==> src/rtl/capctl_pkg.sv <==
// capctl_pkg: shared capctl register map, AXI response codes, pattern entry layout and sequencer states
package capctl_pkg;
  localparam logic [31:0] CAPCTL_ODATA_OFF   = 32'h0;
  localparam logic [31:0] CAPCTL_OENABLE_OFF = 32'h4;
  localparam logic [1:0] OKAY   = 2'b00;
  localparam logic [1:0] EXOKAY = 2'b01;
  localparam logic [1:0] SLVERR = 2'b10;
  localparam logic [1:0] DECERR = 2'b11;
  localparam int CAPCTL_DW   = 6;
  localparam int CAPCTL_DLYW = 8;
  typedef struct packed {
    logic                   sel;
    logic [CAPCTL_DW-1:0]   data;
    logic [CAPCTL_DLYW-1:0] delay;
  } capctl_seq_entry_t;
  typedef enum logic [1:0] {IDLE = 2'd0, ISSUE = 2'd1, RESP = 2'd2, WAIT = 2'd3} capctl_seq_state_t;
endpackage

==> src/rtl/capctl_seq_mem.sv <==
// capctl_seq_mem: DEPTH-entry pattern table, one sync write port and one async read port, no reset
module capctl_seq_mem #(
  parameter int DEPTH = 16,
  parameter int EW    = 15
) (
  input  logic                     clk,
  input  logic                     we,
  input  logic [$clog2(DEPTH)-1:0] waddr,
  input  logic [EW-1:0]            wdata,
  input  logic [$clog2(DEPTH)-1:0] raddr,
  output logic [EW-1:0]            rdata
);
  logic [EW-1:0] mem [DEPTH];
  always_ff @(posedge clk)
    if (we) mem[waddr] <= wdata;
  assign rdata = mem[raddr];
endmodule

==> src/rtl/capctl_seq.sv <==
// capctl_seq: AXI4-Lite write-only master replaying a pattern table into capctl (odata 0x0, oenable 0x4)
// Ports: clk, reset_n (sync, active low); start/len/busy/done/err control; pat_we/pat_waddr/pat_wdata
// table load; m_aw*/m_w*/m_b* AXI4-Lite write channels. Defining CAPCTL_SEQ_LOOP_EN adds input loop,
// which makes the sequence wrap to entry 0 instead of ending.
module capctl_seq
  import capctl_pkg::*;
#(
  parameter int DEPTH = 16,
  parameter int DW    = 6,
  parameter int DLYW  = 8,
  parameter int AW    = 32,
  parameter int STRBW = 1
) (
  input  logic                       clk,
  input  logic                       reset_n,
`ifdef CAPCTL_SEQ_LOOP_EN
  input  logic                       loop,
`endif
  input  logic                       start,
  input  logic [$clog2(DEPTH+1)-1:0] len,
  output logic                       busy,
  output logic                       done,
  output logic                       err,
  input  logic                       pat_we,
  input  logic [$clog2(DEPTH)-1:0]   pat_waddr,
  input  logic [DW+DLYW:0]           pat_wdata,
  output logic                       m_awvalid,
  input  logic                       m_awready,
  output logic [AW-1:0]              m_awaddr,
  output logic                       m_wvalid,
  input  logic                       m_wready,
  output logic [31:0]                m_wdata,
  output logic [STRBW-1:0]           m_wstrb,
  input  logic                       m_bvalid,
  output logic                       m_bready,
  input  logic [1:0]                 m_bresp
);
  localparam int IW = $clog2(DEPTH);
  localparam int LW = $clog2(DEPTH+1);
  typedef struct packed {
    logic            sel;
    logic [DW-1:0]   data;
    logic [DLYW-1:0] delay;
  } entry_t;
  capctl_seq_state_t state;
  logic [IW-1:0] idx, last_idx, rd_addr;
  logic [LW-1:0] len_c;
  logic [DLYW-1:0] cnt, cur_delay;
  logic [DW+DLYW:0] mem_rd;
  entry_t ent;
  logic wr_en, last, adv, fin, load, loop_en;
`ifdef CAPCTL_SEQ_LOOP_EN
  assign loop_en = loop;
`else
  assign loop_en = 1'b0;
`endif
  assign wr_en = pat_we && state == IDLE;
  assign last = idx == last_idx;
  // Read ahead: the port already addresses the entry to be issued on the next load.
  assign rd_addr = (state == IDLE || last) ? '0 : idx + 1'b1;
  // Forward a same-cycle table write so a start alongside it sees the new entry.
  assign ent = (wr_en && pat_waddr == rd_addr) ? pat_wdata : mem_rd;
  assign len_c = len > LW'(DEPTH) ? LW'(DEPTH) : len;
  assign adv = (state == RESP && m_bvalid && m_bresp == OKAY && cur_delay == '0) ||
               (state == WAIT && cnt == DLYW'(1));
  assign fin = last && !loop_en;
  assign load = (state == IDLE && start && len != '0) || (adv && !fin);
  assign busy = state != IDLE;
  assign m_bready = state == RESP;
  assign m_wstrb = '1;
  capctl_seq_mem #(.DEPTH(DEPTH), .EW(1+DW+DLYW)) u_mem (
    .clk(clk), .we(wr_en), .waddr(pat_waddr), .wdata(pat_wdata), .raddr(rd_addr), .rdata(mem_rd)
  );
  always_ff @(posedge clk) begin
    if (!reset_n) begin
      state <= IDLE;
      idx <= '0;
      m_awvalid <= 1'b0;
      m_wvalid <= 1'b0;
      done <= 1'b0;
      err <= 1'b0;
    end else begin
      done <= 1'b0;
      case (state)
        IDLE: if (start) begin
          err <= 1'b0;
          done <= len == '0;
          last_idx <= IW'(len_c - 1'b1);
        end
        ISSUE: begin
          if (m_awready) m_awvalid <= 1'b0;
          if (m_wready) m_wvalid <= 1'b0;
          if ((!m_awvalid || m_awready) && (!m_wvalid || m_wready)) state <= RESP;
        end
        RESP: if (m_bvalid) begin
          cnt <= cur_delay;
          state <= m_bresp == OKAY ? WAIT : IDLE;
          if (m_bresp != OKAY) begin
            err <= 1'b1;
            done <= 1'b1;
          end
        end
        default: cnt <= cnt - 1'b1;
      endcase
      if (load) begin
        state <= ISSUE;
        idx <= rd_addr;
        m_awvalid <= 1'b1;
        m_wvalid <= 1'b1;
        m_awaddr <= ent.sel ? AW'(CAPCTL_OENABLE_OFF) : AW'(CAPCTL_ODATA_OFF);
        m_wdata <= 32'(ent.data);
        cur_delay <= ent.delay;
      end
      if (adv && fin) begin
        state <= IDLE;
        done <= 1'b1;
      end
    end
  end
endmodule

==> config.mk <==
export PLATFORM = sky130hd
export DESIGN_NAME = capctl_seq
export DESIGN_NICKNAME = d
export VERILOG_FILES = /design/src/rtl/capctl_pkg.sv /design/src/rtl/capctl_seq_mem.sv /design/src/rtl/capctl_seq.sv
export SDC_FILE = /design/constraint.sdc
export NUM_CORES = 1
export LEC_CHECK = 0
export ABC_AREA = 1
export ABC_CLOCK_PERIOD_IN_PS = 1900
export CAP_MARGIN = 15
export CORE_MARGIN = 5
export CORE_UTILIZATION = 40
export DETAILED_ROUTE_END_ITERATION = 10
export GPL_TIMING_DRIVEN = 0
export PLACE_DENSITY = 0.67
export SYNTH_ARGS = -nofsm -noshare
export SYNTH_HDL_FRONTEND = slang
export SYNTH_SLANG_ARGS = --single-unit
==> constraint.sdc <==
create_clock -name clk -period 1.9 [get_ports clk]
set_input_delay 0.38 -clock clk [delete_from_list [all_inputs] [get_ports clk]]
set_output_delay 0.38 -clock clk [all_outputs]
set_load 0.01 [all_outputs]
==> metrics.md <==
| Metric | Value |
|---|---|
| Worst hold path type | in2reg |
| Core Area | about 33000 µm² |
| Syn Inst Count | ~1300 |
| Via count | approximately 10000 |
| Crit path launch type | flip-flop |
| Max IR drop VDD | between 600 and 700 µV |
| Post-synth top flop | edfxtp_1 |
| Commonest cells post-synth | edfxtp_1, nand2_1, inv_1, nand3_1, nor2_1 |
| First-pass DRT Iterations | 5 |
| Top Ports | between 100 and 150 |
| CP most frequent cell | nand2_1 |
| Final hold vios | 0 |
| Worst setup margin | -0.272 ns |
| Max stage delay on crit path | 0.40 ns |
| Endpoint class of the critical path | flip-flop |
| Antenna violations before repair | 0 |
| Worst-path clk slew | around 0.060 ns |
| Area after DPL | about 14000 µm² |
| CTS Buffer Depth | 3 |
| Seq cells post-synth | 277 |
| First-pass GRT wire length | between 50 and 60 mm |
| CTS tree | yes |
| Flop pwr share | 0.453 |
| Worst-skew pair later-pin latency | approximately 0.57 ns |
| Die area | 36600 µm² |
| Run status | complete, but fails checks |
| Share of cells above drive strength 1 | 0.241 |
| Pwr Density | ~900 nW/µm² |
| Slowest cell on crit path | edfxtp_1 |
| Total of max-cap violations | 0 |
| WP data arrival | 2.48 ns |
| Period utilization | 1.14 |
| Worst slew margin | 0.298 |
| CTS H-tree lvls | 1 |
| Peak Freq | approximately 0.46 GHz |
| Clock power frac | 0.350 |
| Hold Path Origin | m_wready |
| Ant diodes | 0 |
| GRT Util Overall | 0.190 |
| Cell area after layout | around 17000 µm² |
| Worst Hold End | m_wvalid |
| Worst path top cell family by delay | simple AND/OR/NAND/NOR gates |
| Synth area leaders | edfxtp_1, nand3_1, nand2_1, inv_1, nand4_1 |
| Crit path time final | roughly 2.2 ns |
| Final setup vio count | 31 |
| Worst hold path depth | 4 |
| CTS Sinks | ~280 |
| Largest net degree at the start of global routing | 25 |
| Violated checks | negative setup slack |
| Post-synth top area share | 0.610 |
| Slew Viols, Final | 0 |
| Reg2reg end | m_wdata[4] |
| FP Rows | between 60 and 70 |
| Synth Warn # | 0 |
| Net switching power | roughly 0.0042 W |
| FF-to-FF setup slack | -0.27 ns |
| Nets | around 1600 |
| Drt total wl | 36.4 mm |
| Routed Antenna Nets | 0 |
| Crit path max fanout | 7 |
| Hold WS | about 0.47 ns |
| RSZ-0062 raised after global routing | yes |
| Area grow syn2layout | 29.2% |
| LEAKAGE | 7.21 nW |
| Leading cell type by number of instances after synthesis | edfxtp_1 |
| R2R depth | 15 |
| Switching share of power | 0.276 |
| Critical Path RT | between 2 and 2.5 ns |
| Final RePlAce weighted congestion | 0.999 |
| Port-buffer cells | 45 |
| Dpl hpwl | 24.2 mm |
| Root Buffer | clkbuf_16 |
| Seq/Total Area, Yosys | 0.625 |
| Post-synth EDFFs | ~270 |
| Die height | ~190 µm |
| Mapped Area | 13200 µm² |
| Transition time of the tightest slew-check pin | ~1.0 ns |
| Distinct cells, synth | 33 |
| Async set-reset flop share out of synthesis | 0 |
| Drt wl/cell | ~18 µm |
| Power share of the combinational group | 0.197 |
| Setup slack at placement | -0.821 ns |
| Critical path class | reg2reg |
| Avg Cell Area, Syn | between 9 and 10 µm² |
| Vias in the first global route | about 9100 |
| CP Cell Sequence | nand2_1 -> nand2_1 -> nor2_2 -> nand2_2 -> buf_6 -> nand3_4 -> buf_8 -> buf_6 -> nand2_1 -> nand3_2 -> nand3_2 -> nand3_4 -> nand2_2 -> nand2_1 -> nand2_1 |
| Area leader, netlist | edfxtp_1 |
| Bufs and invs on worst path | 3 |
| Drc violations | 0 |
| Pint | 0.0111 W |
| Chip Width | between 150 and 200 µm |
| Setup Skew | roughly 0.021 ns |
| Inserted Clock Buffers | 30 |
| Starting density of the core | 0.404 |
| Gr ovfl total | 0 |
| R2r startpoint | last_idx[3] |
| Vias/cell | 4.99 |
| Iter 0 DRT Violations | around 980 |
==> power by group through the flow <==
stage                     combinational [W]  clock [W]  sequential [W]
after global placement              0.00219          0         0.00706
after detailed placement            0.00225          0         0.00706
after floorplan                     0.00144          0         0.00706
after global routing                0.00326    0.00569         0.00695
final                               0.00302    0.00536         0.00694
after CTS                           0.00264    0.00543         0.00694
==> metal layers <==
metal  vias to the layer above  GRT usage  part of all wire
met2                       484      0.300              0.45
met3                        69     0.0265             0.094
li1                       4736          -                 -
met1                      4637      0.274              0.42
met5                         -          0                 0
met4                         0     0.0544             0.036
==> worst max-delay path by stage <==
| stage | startpoint | endpoint | slack [ns] | cells after the start |
|---|---|---|---|---|
| final | last_idx[3] | m_wdata[4] | -0.27 | 15 |
| after global placement | pat_we | u_mem.mem[8][7] | -0.92 | 5 |
| after floorplan | state[1] | u_mem.mem[10][0] | -0.06 | 5 |
| after global routing | last_idx[3] | m_wdata[4] | -0.36 | 15 |
| after CTS | idx[0] | cur_delay[7] | -0.27 | 12 |
| after detailed placement | pat_we | u_mem.mem[3][8] | -0.82 | 5 |
==> sequential cells by signal, summed over array words and instances (netlist names) <==
register,flops
m_awaddr,1
idx,4
done,1
u_mem.mem,240
state,2
m_wvalid,1
err,1
m_wdata,6
cnt,8
cur_delay,8
m_awvalid,1
last_idx,4
==> logic make-up (layout without fill, tap and decap cells) <==
| group | after synthesis | count (layout) | synth area share |
|---|---|---|---|
| simple gates | 661 | 663 | 0.234 |
| buf+inv | 345 | 516 | 0.122 |
| flops | 277 | 277 | 0.625 |
| compound gates | 23 | 23 | 0.00980 |
| xor+xnor | 8 | 8 | 0.00533 |
| fa+ha+maj | 4 | 4 | 0.00380 |
| other cells | 2 | 58 | 0.000571 |
==> placed cells by master (no fill, tap or decap), drive strengths merged, types with 2 or more instances in the layout <==
master           n
clkinv          14
nor4             2
buf            174
o221ai           2
dfxtp           10
ha               4
nor2           128
nor3             4
clkbuf          66
or2             16
inv            215
nand4          106
conb            58
a21oi            7
nand2          225
clkdlybuf4s50   43
xor2             5
o22ai            4
nand3          179
edfxtp         267
xnor2            3
o21ai            9
==> worst reg2reg max path, delay by kind of cell (launching register included) <==
family | cells | cell delay (ns)
buf+inv | 3 | 0.46
simple gates | 12 | 1.05
flops | 1 | 0.40
==> per-stage QoR <==
stage	TNS (ns)	utilization	power [W]	cells
final	-5.45	0.522	0.0153	1991
after global placement	-195.61	0.442	0.00925	1863
after global routing	-9.00	0.522	0.0159	1991
after detailed placement	-157.60	0.445	0.00931	1871
after CTS	-14.94	0.505	0.0150	1965
after floorplan	-9.84	-	0.00849	1376
==> final cells by class <==
cell class | count | area [µm²]
clock buffer | 38 | 781
inverter | 215 | 828
buffer | 129 | 1010
timing repair buffer | 118 | 1260
tap | 442 | 553
clock inverter | 16 | 120
fill | 2817 | 15500
sequential | 277 | 8240
multi-input combinational | 756 | 4210
==> repair_timing <==
item,in CTS,in global routing
pin swaps,18,21
hold endpoints to repair,0,0
hold buffers,0,0
setup endpoints to repair,293,224
buffers inserted,33,25
resized for setup,176,97
cloned,7,3
No activity file was read; power rests on OpenSTA's default activity.
